$ cat src/rtl/uart_cmd_ctrl_pkg.sv
// Shared definitions for the UART colour-command controller.
// Holds the error codes (receiver codes plus controller codes), the FSM state
// encodings, the frame header default, the RGB payload type and the frame
// checksum helper.
package uart_cmd_ctrl_pkg;

    localparam int unsigned WIDTH_DATABITS = 8;
    localparam int unsigned WIDTH_ERROR    = 3;
    localparam int unsigned WIDTH_STATE    = 3;
    localparam int unsigned WIDTH_STAT     = 16;

    // Error codes: receiver codes pass through unchanged, controller codes follow
    localparam logic [WIDTH_ERROR-1:0] NO_ERRORS         = 3'd0;
    localparam logic [WIDTH_ERROR-1:0] FAILED_PARITY_BIT = 3'd1;
    localparam logic [WIDTH_ERROR-1:0] FAILED_STOP_BIT   = 3'd2;
    localparam logic [WIDTH_ERROR-1:0] ERR_CHECKSUM      = 3'd3;
    localparam logic [WIDTH_ERROR-1:0] ERR_TIMEOUT       = 3'd4;

    // Frame sequencer states
    localparam logic [WIDTH_STATE-1:0] S_HDR = 3'd0;
    localparam logic [WIDTH_STATE-1:0] S_R   = 3'd1;
    localparam logic [WIDTH_STATE-1:0] S_G   = 3'd2;
    localparam logic [WIDTH_STATE-1:0] S_B   = 3'd3;
    localparam logic [WIDTH_STATE-1:0] S_CHK = 3'd4;

    localparam logic [WIDTH_DATABITS-1:0] HDR_BYTE_DEF = 8'hA5;

    // One colour command payload
    typedef struct packed {
        logic [WIDTH_DATABITS-1:0] r;
        logic [WIDTH_DATABITS-1:0] g;
        logic [WIDTH_DATABITS-1:0] b;
    } rgb_t;

    // Frame check byte: XOR of the three colour bytes
    function automatic logic [WIDTH_DATABITS-1:0] frame_chk(input rgb_t c);
        return c.r ^ c.g ^ c.b;
    endfunction

endpackage

$ cat src/rtl/uart_cmd_ctrl_timer.sv
// Inter-byte timeout counter.
// Ports: clk, rst_n (async active-low), clr (clear, highest priority),
//        en (count enable), expired (counter has reached TIMEOUT_CYC).
// The counter saturates at TIMEOUT_CYC; expired is registered so it tracks
// the stored count exactly.
module uart_cmd_timer #(
    parameter int unsigned TIMEOUT_CYC = 10000,
    parameter int unsigned WIDTH_TMO   = 14
) (
    input  logic clk,
    input  logic rst_n,
    input  logic clr,
    input  logic en,
    output logic expired
);

    localparam logic [WIDTH_TMO-1:0] TMO_VAL = WIDTH_TMO'(TIMEOUT_CYC);

    logic [WIDTH_TMO-1:0] cnt_q, cnt_d;
    logic                 expired_q;

    // Next count: clear wins, otherwise count up to the limit and hold
    always_comb begin
        cnt_d = cnt_q;
        if (clr) begin
            cnt_d = '0;
        end else if (en && (cnt_q != TMO_VAL)) begin
            cnt_d = cnt_q + WIDTH_TMO'(1);
        end
    end

    always_ff @(posedge clk or negedge rst_n) begin
        if (!rst_n) begin
            cnt_q     <= '0;
            expired_q <= 1'b0;
        end else begin
            cnt_q     <= cnt_d;
            expired_q <= (cnt_d == TMO_VAL);
        end
    end

    assign expired = expired_q;

endmodule

$ cat src/rtl/uart_cmd_ctrl.sv
// UART colour-command controller.
// Collects 5-byte frames (HDR,R,G,B,CHK) from the UART receiver, checks them,
// applies an inter-byte timeout, forwards receiver errors and emits one
// colour pulse per good frame. Also drives the receiver's parity/stop config,
// which only changes between frames.
// Ports:
//   clk, rst (async active-low)
//   cfg_parity, cfg_stop2         requested receiver configuration
//   rx_out, rx_ready_out          received byte and its ready level
//   rx_error, rx_ready_err        receiver error code and its ready level
//   paritybit, stopbit            configuration to the receiver
//   col_r/g/b, col_valid          last accepted colour and its 1-cycle pulse
//   err_code, err_valid           last error code and its 1-cycle pulse
// Build option UART_CMD_STATS_EN adds frame_cnt/err_cnt saturating counters.
module uart_cmd_ctrl
    import uart_cmd_ctrl_pkg::*;
#(
    parameter logic [WIDTH_DATABITS-1:0] HDR_BYTE    = HDR_BYTE_DEF,
    parameter int unsigned               TIMEOUT_CYC = 10000,
    parameter int unsigned               WIDTH_TMO   = 14
) (
    input  logic                      clk,
    input  logic                      rst,
    input  logic                      cfg_parity,
    input  logic                      cfg_stop2,
    input  logic [WIDTH_DATABITS-1:0] rx_out,
    input  logic                      rx_ready_out,
    input  logic [WIDTH_ERROR-1:0]    rx_error,
    input  logic                      rx_ready_err,
    output logic                      paritybit,
    output logic                      stopbit,
    output logic [WIDTH_DATABITS-1:0] col_r,
    output logic [WIDTH_DATABITS-1:0] col_g,
    output logic [WIDTH_DATABITS-1:0] col_b,
    output logic                      col_valid,
    output logic [WIDTH_ERROR-1:0]    err_code,
    output logic                      err_valid
`ifdef UART_CMD_STATS_EN
    ,
    output logic [WIDTH_STAT-1:0]     frame_cnt,
    output logic [WIDTH_STAT-1:0]     err_cnt
`endif
);

    logic                   rdy_q, erdy_q;
    logic                   byte_ev, err_ev;
    logic [WIDTH_STATE-1:0] state_q, state_d;
    rgb_t                   stage_q, stage_d;
    rgb_t                   col_q, col_d;
    logic                   col_valid_q, col_valid_d;
    logic                   err_valid_q, err_valid_d;
    logic [WIDTH_ERROR-1:0] err_code_q, err_code_d;
    logic                   par_q, par_d;
    logic                   stop_q, stop_d;
    logic                   tmo_expired;
`ifdef UART_CMD_STATS_EN
    logic [WIDTH_STAT-1:0]  frame_cnt_q, frame_cnt_d;
    logic [WIDTH_STAT-1:0]  err_cnt_q, err_cnt_d;
`endif

    // Receiver ready inputs are levels; act only on their rising edges
    assign byte_ev = rx_ready_out & ~rdy_q;
    assign err_ev  = rx_ready_err & ~erdy_q;

    // Timer runs only while a frame is in progress
    uart_cmd_timer #(
        .TIMEOUT_CYC (TIMEOUT_CYC),
        .WIDTH_TMO   (WIDTH_TMO)
    ) u_timer (
        .clk     (clk),
        .rst_n   (rst),
        .clr     (byte_ev | (state_q == S_HDR)),
        .en      (state_q != S_HDR),
        .expired (tmo_expired)
    );

    // Next-state and output logic; priority: receiver error, byte, timeout
    always_comb begin
        state_d     = state_q;
        stage_d     = stage_q;
        col_d       = col_q;
        col_valid_d = 1'b0;
        err_valid_d = 1'b0;
        err_code_d  = err_code_q;
        par_d       = par_q;
        stop_d      = stop_q;

        // Config is only taken between frames, when the receiver is quiet
        if ((state_q == S_HDR) && !rx_ready_out && !rx_ready_err) begin
            par_d  = cfg_parity;
            stop_d = cfg_stop2;
        end

        if (err_ev) begin
            err_code_d  = rx_error;
            err_valid_d = 1'b1;
            state_d     = S_HDR;
        end else if (byte_ev) begin
            case (state_q)
                S_HDR: begin
                    if (rx_out == HDR_BYTE) begin
                        state_d = S_R;
                    end
                end
                S_R: begin
                    stage_d.r = rx_out;
                    state_d   = S_G;
                end
                S_G: begin
                    stage_d.g = rx_out;
                    state_d   = S_B;
                end
                S_B: begin
                    stage_d.b = rx_out;
                    state_d   = S_CHK;
                end
                S_CHK: begin
                    state_d = S_HDR;
                    if (rx_out == frame_chk(stage_q)) begin
                        col_d       = stage_q;
                        col_valid_d = 1'b1;
                    end else begin
                        err_code_d  = ERR_CHECKSUM;
                        err_valid_d = 1'b1;
                    end
                end
                default: state_d = S_HDR;
            endcase
        end else if (tmo_expired && (state_q != S_HDR)) begin
            err_code_d  = ERR_TIMEOUT;
            err_valid_d = 1'b1;
            state_d     = S_HDR;
        end
    end

`ifdef UART_CMD_STATS_EN
    // Saturating statistics, stepped with the pulse they count
    always_comb begin
        frame_cnt_d = frame_cnt_q;
        err_cnt_d   = err_cnt_q;
        if (col_valid_d && (frame_cnt_q != '1)) begin
            frame_cnt_d = frame_cnt_q + WIDTH_STAT'(1);
        end
        if (err_valid_d && (err_cnt_q != '1)) begin
            err_cnt_d = err_cnt_q + WIDTH_STAT'(1);
        end
    end

    always_ff @(posedge clk or negedge rst) begin
        if (!rst) begin
            frame_cnt_q <= '0;
            err_cnt_q   <= '0;
        end else begin
            frame_cnt_q <= frame_cnt_d;
            err_cnt_q   <= err_cnt_d;
        end
    end

    assign frame_cnt = frame_cnt_q;
    assign err_cnt   = err_cnt_q;
`endif

    always_ff @(posedge clk or negedge rst) begin
        if (!rst) begin
            rdy_q       <= 1'b0;
            erdy_q      <= 1'b0;
            state_q     <= S_HDR;
            stage_q     <= '0;
            col_q       <= '0;
            col_valid_q <= 1'b0;
            err_valid_q <= 1'b0;
            err_code_q  <= NO_ERRORS;
            par_q       <= 1'b0;
            stop_q      <= 1'b0;
        end else begin
            rdy_q       <= rx_ready_out;
            erdy_q      <= rx_ready_err;
            state_q     <= state_d;
            stage_q     <= stage_d;
            col_q       <= col_d;
            col_valid_q <= col_valid_d;
            err_valid_q <= err_valid_d;
            err_code_q  <= err_code_d;
            par_q       <= par_d;
            stop_q      <= stop_d;
        end
    end

    assign paritybit = par_q;
    assign stopbit   = stop_q;
    assign col_r     = col_q.r;
    assign col_g     = col_q.g;
    assign col_b     = col_q.b;
    assign col_valid = col_valid_q;
    assign err_code  = err_code_q;
    assign err_valid = err_valid_q;

endmodule
$ cat config.mk
export PLATFORM = sky130hd
export DESIGN_NAME = uart_cmd_ctrl
export DESIGN_NICKNAME = d
export VERILOG_FILES = /design/src/rtl/uart_cmd_ctrl_pkg.sv /design/src/rtl/uart_cmd_ctrl_timer.sv /design/src/rtl/uart_cmd_ctrl.sv
export SDC_FILE = /design/constraint.sdc
export NUM_CORES = 1
export LEC_CHECK = 0
export BUFFER_PORTS_ARGS = -buffer_cell sky130_fd_sc_hd__buf_2
export CAP_MARGIN = 20
export CORE_ASPECT_RATIO = 0.6
export CORE_UTILIZATION = 31
export CTS_CLUSTER_DIAMETER = 100
export DETAILED_ROUTE_END_ITERATION = 10
export HOLD_SLACK_MARGIN = 0.15
export PLACE_DENSITY = 0.56
export SYNTH_ARGS = -nofsm -noshare
export SYNTH_HDL_FRONTEND = slang
export SYNTH_SLANG_ARGS = --single-unit
$ cat constraint.sdc
create_clock -name clk -period 6.3 [get_ports clk]
set_input_delay 1.26 -clock clk [delete_from_list [all_inputs] [get_ports clk]]
set_output_delay 1.26 -clock clk [all_outputs]
set_load 0.02 [all_outputs]
Yosys cells after proc, flatten, opt, wreduce, memory -nomap -nowiden

Cells that the tools add are included.

Bits in read-only memories: 0
Latch bits: 0
Register bits: 75
Memories kept: 0
Output and inout port bits: 31
Bits in writable memories: 0

Equality and inequality tests: 11
Multipliers: 0
Reductions and logical operators: 15
Div/mod/pow operators: 0
Bitwise logic cells: 8
$lt $le $gt $ge: 0
Shifts and indexed selects: 0
$add $sub $neg: 1
Multiplexer cells: 21

Operator list:

| operator                | number |
|---|---|
| $mux W14                | 2 |
| $mux W3                 | 9 |
| $xor A8 B8 Y8           | 2 |
| $add A14 B1 Y14 const B | 1 |
| $eq A14 B14 Y1 const B  | 1 |
| $ne A14 B14 Y1 const B  | 1 |
| $pmux W3 S4             | 1 |
| $reduce_and A3 Y1       | 4 |
| $mux W1                 | 9 |
| $eq A8 B8 Y1            | 1 |
| $eq A8 B8 Y1 const B    | 1 |
| $eq A3 B2 Y1 const B    | 2 |
| $reduce_bool A3 Y1      | 2 |
| $logic_and A1 B1 Y1     | 4 |
| $ne A4 B3 Y1 const B    | 1 |
| $reduce_and A4 Y1       | 1 |
| $eq A3 B1 Y1 const B    | 1 |
| $eq A3 B3 Y1 const B    | 1 |
| $logic_not A3 Y1        | 1 |
| $ne A3 B1 Y1 const B    | 1 |
| $ne A3 B3 Y1 const B    | 1 |
| $not A1 Y1              | 3 |
| $and A1 B1 Y1           | 2 |
| $logic_not A1 Y1        | 2 |
| 2 further kinds         | 2 |

Depth between registers and ports, before layout

Depth after elaboration: 7
Mapped depth: 8

Cells and area by module

A second synthesis with hierarchy kept.

Cell total of the unflattened synthesis: 273
Area, all modules: 3,434.5 µm²

Modules (own cells, without submodules):

| module         | area an instance (µm²) | cells each | instances | sequential area each (µm²) |
|---|---|---|---|---|
| uart_cmd_ctrl  | 2,566.2                | 181        | 1         | 1,501.4 |
| uart_cmd_timer | 868.3                  | 92         | 1         | 375.4 |

Worst setup path after synthesis

OpenSTA, ideal clock, no wires.

Path kind: in2reg
From: in rx_out[0]
To: reg col_q, in the netlist col_b[5]
Path slack: 3,365 ps
Arrival time: 2,810 ps
Path buffers: 1
Cell stages on the path: 7
Cells stage by stage: xor2_1 -> xnor2_1 -> nor4_1 -> nand2_1 -> nor3_4 -> buf_6 -> mux2_2

Cells in the longest elaborated chain, start to end: 2

RTL lines:

| item                               | line                 | text |
|---|---|---|
| start: declaration                 | uart_cmd_ctrl.sv:26  | `input logic [WIDTH_DATABITS-1:0] rx_out,` |
| $eq A8 B8 Y1                       | uart_cmd_ctrl.sv:119 | `if (rx_out == frame_chk(stage_q)) begin` |
| $reduce_and A4 Y1 (no source line) | --                   |  |
| end signal: assignment             | uart_cmd_ctrl.sv:180 | `col_q <= col_d;` |
| end: declaration                   | uart_cmd_ctrl.sv:49  | `rgb_t col_q, col_d;` |

No other way between the ends.
A chain may end at the register's enable or synchronous reset.

Worst setup path in the final report

From: in rx_out[0]
To: reg col_q, in the netlist col_g[0]

Same word-level chain as after synthesis.

==> impl_summary.log <==
INFO  metric crit_fanout = 18
INFO  metric critical-path-slowest-cell = nor4_1
INFO  metric sequential_to_total_area_share_from_yosys_stat = a little over half
INFO  metric buffer_ports.inserted = 47
INFO  metric ys_seq_elements = between 70 and 80
INFO  metric stdcell_count = ~470
INFO  metric critPathMaxStageDelay = about 630 ps
INFO  metric synthesis.area_per_instance = around 12 um2
INFO  metric utilization = around two fifths
INFO  metric pin_count_of_the_biggest_net_entering_global_routing = between 70 and 80
INFO  metric crit_arrival = between 3000 and 4000 ps
INFO  metric global_route_total_usage_across_every_layer = roughly 14%
INFO  metric finalCriticalPeriod = 3410 ps
INFO  metric layout-drive-gt1-share = between 30% and 40%
INFO  metric first_global_vias = 2236
INFO  metric cts_hold_buf = 0
INFO  metric slew-limit-headroom = 36.3%
INFO  metric place_congestion = approximately 0.8
INFO  metric yosys_most_used_dff = dfrtp_1
INFO  metric crit_path_start_kind = input pin
INFO  metric antennaDiodeCount = 0
INFO  metric power_density = 261 nW/um2
INFO  metric post_drt_via_cell_ratio = around 4.7
INFO  metric ant_nets = 0
INFO  metric synth.yosys.warnings = 0
INFO  metric path_delay_family = simple AND/OR/NAND/NOR gates
INFO  metric wl = 7.03 mm
INFO  metric power_leakage = around 2 nW
INFO  metric postCtsSetupRepairBufs = 0
INFO  metric detailed_place.area = approximately 3800 um2
INFO  metric sequential_cell_area = ~1900 um2
INFO  metric maxCapViolations = 0
INFO  metric crit_buf_inv = 2
INFO  metric worst-endpoint-required = 6510 ps
INFO  metric worst_pin_slew = 956 ps
INFO  metric clock_insertion_delay_worst_skew = 330 ps
INFO  metric htree_num_levels = 3
INFO  metric core_area = 10700 um2
INFO  metric chipWidth = 138 um
INFO  metric numCtsBuffers = 9
INFO  metric final-hold-violation-count = 0
INFO  metric multi_input_area = between 1000 and 1500 um2
INFO  metric rsz0062_at_grt = false
INFO  metric detail_route.first_pass.iterations = 4
INFO  metric most_frequent_cells_in_the_layout = dfrtp_1 (75), mux2_2 (49), buf_2 (46)
INFO  metric layout.cell_area.non_filler = slightly above 4000 um2
INFO  metric die_outline_area = roughly 11000 um2
INFO  metric post-route-worst-setup-slack = between 2000 and 3000 ps
INFO  metric max_freq = approximately 290 MHz
INFO  metric post-route-period-util = 54.1%
INFO  metric post_cts_resize_count = 0
INFO  metric critical_path.cell_chain = buf_2 > xor2_1 > xnor2_1 > nor4_1 > nand2_1 > nor3_4 > buf_16 > mux2_2
INFO  metric yosys.cell_types.count = 39
INFO  metric post-route-drc-count = 0
INFO  metric synth_area_leaders = dfrtp_1 (55%), mux2_2 (16%), xnor2_1 (6.1%)
INFO  metric status = finished clean
INFO  metric hpwl = between 4 and 5 mm
INFO  metric timing.final.max_slew_violations = 0
INFO  metric fin_skew = between 6 and 7 ps
INFO  metric syn_area = 3420 um2
INFO  metric place_worst_setup_slack = around 2600 ps
INFO  metric async_flop_share = 100%
INFO  metric via_count = 2232
INFO  metric avgRoutedWirePerCell = approximately 15 um
INFO  metric placementRows = 29
INFO  metric tritoncts = built
INFO  metric clock_tree.root_cell = clkbuf_16
INFO  metric most_common_cell_after_layout_fill_and_taps_aside = dfrtp_1
INFO  metric place_inst = around 460
INFO  metric hold_class = reg2reg
INFO  metric setup.worst_path.class = in2reg
INFO  metric initial_antenna_violation_count = 0
INFO  metric globalRoute.totalOverflow = 0
INFO  metric setup_tns = 0 ps
INFO  metric post-synth-top-area-cell = dfrtp_1
INFO  metric synth.net_count = just under 300
INFO  metric path_clk_slew = roughly 60 ps
INFO  metric grt_first_pass_wirelength = ~12 mm
INFO  metric first_iter_violations = about 110
INFO  metric filler_cell_count = about 1000
INFO  metric clockBufferDepth = 2
INFO  metric floorplan.io_pins = between 40 and 50
INFO  metric post-synth-top-area-fraction = a little over half
INFO  metric cp-end-kind = register
INFO  metric syn_inst = around 270
INFO  metric chipHeight = approximately 83 um
INFO  metric finalSetupViolCount = 0
INFO  metric fin_nets = 348
INFO  metric synth-edff-count = 0
INFO  metric initial_util = between 30% and 40%
INFO  metric clock_sinks = 75
INFO  metric max-vdd-ir-drop = between 100 and 150 uV
INFO  metric post_synthesis_to_final_layout_area_growth = 21.3%
## synth_stat cells (3+ instances only)
master    count
dfrtp_1      75
mux2_2       49
xnor2_1      24
nor2_1       23
nand2_1      21
xor2_1       14
a21oi_1       5
nand4_1       5
inv_1         4
nand2b_1      4
clkbuf_1      3
nor3_1        3
nor4_1        3
nor4b_1       3
o21ai_0       3
## cells by family (layout without fill, tap and decap cells)
family                   after synthesis  count (layout)  synth area share [%]
XOR/XNOR                              38              38                  9.72
adder cells (fa/ha/maj)                2               2                 0.731
buffers and inverters                  9              68                  1.42
AO/OA/AOI/OAI                         18              18                  3.54
flip-flops                            75              75                  54.8
multiplexers                          52              52                  17.0
AND/OR/NAND/NOR                       80              80                  12.8
## flip-flops by register name, summed over array words and instances, names as in the netlist
register,count
stopbit,1
state_q,3
rdy_q,1
erdy_q,1
paritybit,1
err_code,3
col_g,8
err_valid,1
col_r,8
stage_q,24
col_valid,1
u_timer.expired,1
col_b,8
u_timer.cnt_q,14
## path summary, 6_finish.rpt
kind                                  start          endpoint  slack, ps  cells past startpoint
worst max-delay path              rx_out[0]          col_g[0]       2890                      8
worst min-delay path               col_r[5]          col_r[5]        500                      1
worst max register to register  stage_q[16]          col_g[0]       3550                      7
worst min register to register     col_r[5]          col_r[5]        500                      1
max in group asynchronous               rst  u_timer.cnt_q[6]       4600                      1
min in group asynchronous               rst        stage_q[9]       1060                      1
## per-layer routing
| layer | vias up | wire (um) | share of wire, % | global-route usage [%] |
|---|---|---|---|---|
| met5 | - | 0 | 0 | 0 |
| met4 | 0 | 109 | 1.6 | 5.34 |
| met1 | 1121 | 3790 | 54 | 20.2 |
| li1 | 1068 | - | - | - |
| met2 | 35 | 2840 | 40 | 18.2 |
| met3 | 8 | 282 | 4.0 | 5.01 |
## layout make-up
type	count	area share, %
flip-flops and latches	75	45.2
clock buffers	10	5.75
multi-input cells	190	36.1
repair buffers	49	6.57
well taps	139	4.19
clock inverters	5	1.87
inverters	4	0.361
## metrics by stage
| step | hold slack [ps] | power, W |
|---|---|---|
| after floorplan | 504 | 0.000524 |
| final | 500 | 0.00108 |
| after CTS | 502 | 0.00110 |
| after global routing | 512 | 0.00114 |
| after detailed placement | 490 | 0.000553 |
| after global placement | 484 | 0.000551 |
## power by group
group / leakage (nW) / switching, W / total, W / internal (W)
clock: 0.154 / 0.000188 / 0.000542 / 0.000354
sequential: 1.03 / 0.00000346 / 0.000492 / 0.000489
combinational: 0.825 / 0.0000329 / 0.0000506 / 0.0000177
Note: power is estimated with default switching activity, not from simulation.
